File: config.mk
export PLATFORM = sky130hd
export DESIGN_NAME = fetch_stage_flat
export DESIGN_NICKNAME = d
export VERILOG_FILES = /design/src/rtl/fetch_stage_pkg.sv /design/src/rtl/fetch_stage_if.sv /design/src/rtl/fetch_stage_hold_buffer.sv /design/src/rtl/fetch_stage.sv /design/src/flat_wrapper.sv
export SDC_FILE = /design/constraint.sdc
export NUM_CORES = 1
export LEC_CHECK = 0
export CAP_MARGIN = 30
export CORE_MARGIN = 2
export CORE_UTILIZATION = 35
export DETAILED_ROUTE_END_ITERATION = 12
export PLACE_DENSITY = 0.75
export RECOVER_POWER = 50
export SYNTH_ARGS = -nofsm -noshare
export SYNTH_HDL_FRONTEND = slang
export SYNTH_SLANG_ARGS = --single-unit
File: constraint.sdc
create_clock -name CLK -period 3.04 [get_ports CLK]
set_clock_uncertainty 0.2 [all_clocks]
set_input_delay 0.608 -clock CLK [delete_from_list [all_inputs] [get_ports CLK]]
set_output_delay 0.608 -clock CLK [all_outputs]
set_load 0.05 [all_outputs]
File: src/rtl/fetch_stage_pkg.sv
// cpu_types_pkg: shared word, next-PC select and fetch state types for the fetch stage.
package cpu_types_pkg;
    localparam int WORD_W = 32;
    typedef logic [WORD_W-1:0] word_t;
    typedef enum logic [1:0] {PC_SEQ = 2'd0, PC_JR = 2'd1, PC_J = 2'd2, PC_BR = 2'd3} pcsel_t;
    typedef enum logic [1:0] {IDLE, FETCH, HELD, HALTED} fetch_state_t;
    localparam word_t NOP_INSTR = 32'h0;
endpackage

File: src/rtl/fetch_stage_if.sv
// fetch_stage_if: hazard-unit controls, instruction memory port and IF/ID outputs of the fetch stage.
interface fetch_stage_if;
    import cpu_types_pkg::*;
    logic   pcen;
    pcsel_t PCSel;
    logic   deen;
    logic   deflush;
    logic   halt;
    word_t  jr_target;
    logic [25:0] jaddr;
    word_t  br_target;
    logic   imem_ren;
    word_t  imem_addr;
    logic   imem_wait;
    word_t  imem_load;
    logic   ihit;
    word_t  if_instr;
    word_t  if_npc;
    logic   if_valid;
    modport master (
        output pcen, PCSel, deen, deflush, halt, jr_target, jaddr, br_target, imem_wait, imem_load,
        input  imem_ren, imem_addr, ihit, if_instr, if_npc, if_valid
    );
    modport slave (
        input  pcen, PCSel, deen, deflush, halt, jr_target, jaddr, br_target, imem_wait, imem_load,
        output imem_ren, imem_addr, ihit, if_instr, if_npc, if_valid
    );
endinterface

File: src/rtl/fetch_stage_hold_buffer.sv
// fetch_hold_buffer: one-entry instruction hold register with the ihit/fetch-word select.
module fetch_hold_buffer
    import cpu_types_pkg::*;
(
    input  logic  CLK,
    input  logic  nRST,
    input  logic  i_fetch,
    input  logic  i_held,
    input  logic  i_wait,
    input  logic  i_capture,
    input  logic  i_clear,
    input  word_t i_load,
    output logic  o_ihit,
    output word_t o_word
);
    word_t r_data;
    logic  r_v;
    always_ff @(posedge CLK) begin
        if (!nRST) begin
            r_v    <= 1'b0;
            r_data <= NOP_INSTR;
        end else if (i_clear) begin
            r_v <= 1'b0;
        end else if (i_capture) begin
            r_v    <= 1'b1;
            r_data <= i_load;
        end
    end
    assign o_ihit = i_held ? r_v : (i_fetch & ~i_wait);
    assign o_word = i_held ? r_data : i_load;
endmodule

File: src/rtl/fetch_stage.sv
// fetch_stage: owns the PC, drives instruction memory, holds stalled words and the IF/ID latch.
// FETCH_PERF_CNT_EN adds saturating fetch/stall performance counters.
module fetch_stage
    import cpu_types_pkg::*;
#(
    parameter word_t RESET_PC = 32'h0000_0000
)(
    input  logic CLK,
    input  logic nRST,
    fetch_stage_if.slave bus
`ifdef FETCH_PERF_CNT_EN
    ,
    output word_t perf_fetch_cnt,
    output word_t perf_stall_cnt
`endif
);
    fetch_state_t r_state, w_state_nxt;
    word_t r_pc, r_instr, r_npc, w_npc, w_pc_nxt, w_word;
    logic  r_valid, w_fetch, w_held, w_halted, w_ihit, w_upd, w_load, w_ren;
    assign w_fetch  = (r_state == FETCH);
    assign w_held   = (r_state == HELD);
    assign w_halted = (r_state == HALTED);
    assign w_npc    = r_pc + 32'd4;
    assign w_upd    = bus.pcen & (w_fetch | w_held);
    assign w_load   = ~bus.deflush & bus.deen & w_ihit;
    assign w_pc_nxt = (bus.PCSel == PC_JR) ? bus.jr_target :
                      (bus.PCSel == PC_J)  ? {w_npc[31:28], bus.jaddr, 2'b00} :
                      (bus.PCSel == PC_BR) ? bus.br_target : w_npc;
    fetch_hold_buffer u_hold (
        .CLK       (CLK),
        .nRST      (nRST),
        .i_fetch   (w_fetch),
        .i_held    (w_held),
        .i_wait    (bus.imem_wait),
        .i_capture (w_fetch & w_ihit & ~bus.pcen & ~bus.halt),
        .i_clear   (bus.pcen | bus.halt),
        .i_load    (bus.imem_load),
        .o_ihit    (w_ihit),
        .o_word    (w_word)
    );
    always_comb begin
        w_state_nxt = r_state;
        w_ren       = w_fetch;
        if (bus.halt) w_state_nxt = HALTED;
        else if (r_state == IDLE) w_state_nxt = FETCH;
        else if (w_fetch && w_ihit && !bus.pcen) w_state_nxt = HELD;
        else if (w_held && bus.pcen) w_state_nxt = FETCH;
    end
    always_ff @(posedge CLK) begin
        if (!nRST) begin
            r_state <= IDLE;
            r_pc    <= RESET_PC;
            r_instr <= NOP_INSTR;
            r_npc   <= '0;
            r_valid <= 1'b0;
        end else begin
            r_state <= w_state_nxt;
            if (w_upd) r_pc <= w_pc_nxt;
            // a flush still lands on the edge that enters HALTED, but never after
            if (!w_halted && bus.deflush) begin
                r_instr <= NOP_INSTR;
                r_valid <= 1'b0;
            end else if (!w_halted && w_load) begin
                r_instr <= w_word;
                r_npc   <= w_npc;
                r_valid <= 1'b1;
            end
        end
    end
    assign bus.imem_ren  = w_ren;
    assign bus.imem_addr = r_pc;
    assign bus.ihit      = w_ihit;
    assign bus.if_instr  = r_instr;
    assign bus.if_npc    = r_npc;
    assign bus.if_valid  = r_valid;
`ifdef FETCH_PERF_CNT_EN
    word_t r_fetch_cnt, r_stall_cnt;
    always_ff @(posedge CLK) begin
        if (!nRST) begin
            r_fetch_cnt <= '0;
            r_stall_cnt <= '0;
        end else if (!w_halted) begin
            if (w_load && r_fetch_cnt != '1) r_fetch_cnt <= r_fetch_cnt + 32'd1;
            if (w_fetch && bus.imem_wait && r_stall_cnt != '1) r_stall_cnt <= r_stall_cnt + 32'd1;
        end
    end
    assign perf_fetch_cnt = r_fetch_cnt;
    assign perf_stall_cnt = r_stall_cnt;
`endif
endmodule
File: src/flat_wrapper.sv
// flat-port wrapper written by rule: the top's interface ports become plain ports
module fetch_stage_flat import cpu_types_pkg::*;
#(
    parameter word_t RESET_PC = 32'h0000_0000
)
  (CLK, nRST, bus_pcen, bus_PCSel, bus_deen, bus_deflush, bus_halt, bus_jr_target, bus_jaddr, bus_br_target, bus_imem_wait, bus_imem_load, bus_imem_ren, bus_imem_addr, bus_ihit, bus_if_instr, bus_if_npc, bus_if_valid);
  fetch_stage_if bus_i ();
  input  logic CLK;
  input  logic nRST;
  input wire logic [$bits(bus_i.pcen)-1:0] bus_pcen;
  input wire logic [$bits(bus_i.PCSel)-1:0] bus_PCSel;
  input wire logic [$bits(bus_i.deen)-1:0] bus_deen;
  input wire logic [$bits(bus_i.deflush)-1:0] bus_deflush;
  input wire logic [$bits(bus_i.halt)-1:0] bus_halt;
  input wire logic [$bits(bus_i.jr_target)-1:0] bus_jr_target;
  input wire logic [$bits(bus_i.jaddr)-1:0] bus_jaddr;
  input wire logic [$bits(bus_i.br_target)-1:0] bus_br_target;
  input wire logic [$bits(bus_i.imem_wait)-1:0] bus_imem_wait;
  input wire logic [$bits(bus_i.imem_load)-1:0] bus_imem_load;
  output wire logic [$bits(bus_i.imem_ren)-1:0] bus_imem_ren;
  output wire logic [$bits(bus_i.imem_addr)-1:0] bus_imem_addr;
  output wire logic [$bits(bus_i.ihit)-1:0] bus_ihit;
  output wire logic [$bits(bus_i.if_instr)-1:0] bus_if_instr;
  output wire logic [$bits(bus_i.if_npc)-1:0] bus_if_npc;
  output wire logic [$bits(bus_i.if_valid)-1:0] bus_if_valid;
  assign bus_i.pcen = bus_pcen;
  assign bus_i.PCSel = bus_PCSel;
  assign bus_i.deen = bus_deen;
  assign bus_i.deflush = bus_deflush;
  assign bus_i.halt = bus_halt;
  assign bus_i.jr_target = bus_jr_target;
  assign bus_i.jaddr = bus_jaddr;
  assign bus_i.br_target = bus_br_target;
  assign bus_i.imem_wait = bus_imem_wait;
  assign bus_i.imem_load = bus_imem_load;
  assign bus_imem_ren = bus_i.imem_ren;
  assign bus_imem_addr = bus_i.imem_addr;
  assign bus_ihit = bus_i.ihit;
  assign bus_if_instr = bus_i.if_instr;
  assign bus_if_npc = bus_i.if_npc;
  assign bus_if_valid = bus_i.if_valid;
  fetch_stage #(.RESET_PC(RESET_PC)) u_core (.CLK(CLK), .nRST(nRST), .bus(bus_i));
endmodule
==> impl_metrics.json <==
{
  "fin_util": 0.524,
  "grt_pass1_vias": 6310,
  "yosys-top-cells-area": "dfxtp_1, mux2i_1, a21oi_1, nand2_1, a211oi_1",
  "maxSlewViolCount": 0,
  "root_buffer": "clkbuf_16",
  "synth.most_common_cell": "dfxtp_1",
  "port-buffer-count": 229,
  "fin_crit_ns": 2.74,
  "p_comb_frac": 0.179,
  "yosys-top-cells-count": "dfxtp_1, nand2_1, nor2_1",
  "cp.arrival_ns": 2.84,
  "cts_buffers": 17,
  "ant_nets": 0,
  "die_h_um": 141,
  "dp_hpwl_um": 15800,
  "rsz0062_at_grt": "false",
  "synth_edf_count": 0,
  "switching_share": 0.275,
  "crit_path_max_fanout": 60,
  "post_cts_resized": 0,
  "fin_crit_sh": 0.900,
  "die_area_um2": 19900,
  "synth_cells": 806,
  "synthesis.nets": 942,
  "synth_top_area_share": 0.402,
  "initial_core_util": 0.354,
  "synth_top_area_cell": "dfxtp_1",
  "synth_seq_cells": 132,
  "finalSetupViolations": 0,
  "crit_path_end_kind": "flip-flop",
  "area_growth_pct": 48.1,
  "grt_pass1_wl_um": 34000,
  "grt_max_degree": 66,
  "core_um2": 18600,
  "cts_sinks": 132,
  "p_int_uw": 3600,
  "ys_warn_count": 0,
  "grt-ovfl-total": 0,
  "reg2reg_slack_ns": 0.44,
  "power.density_nw_per_um2": 509,
  "maxCapViolations": 0,
  "syn_avg_cell_area_um2": 8.16,
  "status": "finished, final reports clean",
  "drt-pass1-iter-count": 6,
  "cts-htree-levels": 4,
  "finalSetupTns_ns": 0,
  "fillers": 1710,
  "ys_seq_area_frac": 0.402,
  "start_kind": "input pin",
  "tightestPinTransition_ns": 1.33,
  "drive_above_1_share": 0.0759,
  "min_path_type": "reg2reg",
  "syn_area_um2": 6580,
  "drt_first_iter_violations": 349,
  "cts_hold_buf": 0,
  "via_count": 6688,
  "p_clk_frac": 0.446,
  "postCtsSetupBuffers": 0,
  "viasPerCell": 5.30,
  "globalplace.congestion": 0.864,
  "seqPwrFrac": 0.375,
  "hold_violations": 0,
  "fp-row-count": 50,
  "nNetsFinal": 1151,
  "peakVddDrop_uv": 336,
  "totalWireLength_um": 21600,
  "critPathKind": "in2reg",
  "grt_util_all_layers": 0.217,
  "synthDistinctLibCells": 55,
  "insertion_delay_ns": 0.42,
  "max-clock-path-buffers": 2,
  "antenna_found_initial": 1,
  "required_ns": 3.15,
  "die_x_um": 141,
  "io_pins": 230,
  "synth-main-ff-cell": "dfxtp_1",
  "max_slew_margin": 0.116,
  "p_leak_uw": 0.00348,
  "max_freq_mhz": 366,
  "clk_pin_slew_ns": 0.06,
  "switching_power_uw": 1360,
  "drcViolationCount": 0,
  "post_drt_wl_per_cell_um": 17.1,
  "synthArstFlopShare": 0,
  "cts_tree": "done"
}
layout make-up:
class | count | area (µm²) | area share
multi-input combinational | 592 | 3620 | 0.371
sequential | 132 | 2640 | 0.271
timing repair buffer | 256 | 2490 | 0.256
clock buffer | 19 | 453 | 0.0465
tap | 234 | 293 | 0.0301
clock inverter | 12 | 178 | 0.0182
inverter | 16 | 60.1 | 0.00617
antenna | 1 | 2.50 | 0.000257
worst paths after layout:
path,startpoint,to,depth (start not counted)
worst max-delay path,nRST,u_core.u_hold.r_v,5
worst min-delay path,u_core.bus.if_npc[0],u_core.bus.if_npc[0],2
worst max register to register,u_core.r_state[0],u_core.bus.if_instr[17],8
worst min register to register,u_core.bus.if_npc[0],u_core.bus.if_npc[0],2
flip-flops by register name, summed over array words and instances (netlist names):
signal                cells
u_core.bus.if_instr      32
u_core.bus.if_npc        32
u_core.bus.imem_addr     32
u_core.u_hold.r_data     32
u_core.r_state            2
u_core.bus.if_valid       1
u_core.u_hold.r_v         1
logic make-up after synthesis:
kind of cell | after synthesis | synth area share
simple gates | 252 | 0.169
compound gates | 248 | 0.238
mux | 61 | 0.0966
buf+inv | 82 | 0.0502
xor+xnor | 26 | 0.0346
flops | 132 | 0.402
fa+ha+maj | 5 | 0.00951
layer usage:
layer / global-route usage / routed length [µm] / vias to the layer above
met5: 0 / 0 / -
met4: 0.0732 / 433 / 0
met3: 0.0734 / 1790 / 26
met2: 0.354 / 10100 / 259
met1: 0.270 / 9240 / 3096
li1: - / - / 3307
power by group through the flow:
| stage | Clock (µW) | Sequential, µW | Combinational (µW) |
|---|---|---|---|
| after CTS | 2230 | 1860 | 897 |
| after global placement | 0 | 1890 | 887 |
| after global routing | 2320 | 1870 | 950 |
| after floorplan | 0 | 2030 | 342 |
| final | 2210 | 1860 | 887 |
| after detailed placement | 0 | 1890 | 892 |
per-stage QoR:
step / total power [µW] / cell area (µm²) / setup slack, ns / hold WS [ns] / std cells
floorplan: 2380 / 6580 / 0.249 / 0.236 / 806
global placement: 2780 / 9160 / 0.402 / 0.241 / 1230
detailed placement: 2790 / 9160 / 0.341 / 0.247 / 1230
CTS: 4990 / 9790 / 0.353 / 0.255 / 1261
global route: 5140 / 9740 / 0.150 / 0.272 / 1262
finish: 4960 / 9740 / 0.305 / 0.251 / 1262
cells in the final DEF, fill, tap and decap left out, types with 5 or more instances in the layout:
master           instances
o21ai_0                 57
dlygate4sd3_1           31
ha_1                     5
xor2_1                  13
o2bb2ai_1                9
clkbuf_16               17
nand2_1                102
inv_1                   16
xnor2_1                 13
o221ai_1                 8
mux2i_1                 50
nor3_1                  12
clkdlybuf4s50_1        196
nand4_1                  9
buf_4                   18
nand3_1                 13
a21o_1                   5
o21a_1                   8
nor2_1                  82
mux2_2                  10
a21oi_1                 80
a31oi_1                  5
a211oi_1                49
dfxtp_1                132
and3_1                   7
critical path, stage by stage:
cell	delay [ns]
dlygate4sd3_1	0.58
clkbuf_2	0.37
inv_1	0.10
clkbuf_2	0.72
nor4_1	0.45
No activity file was read; power rests on OpenSTA's default activity.
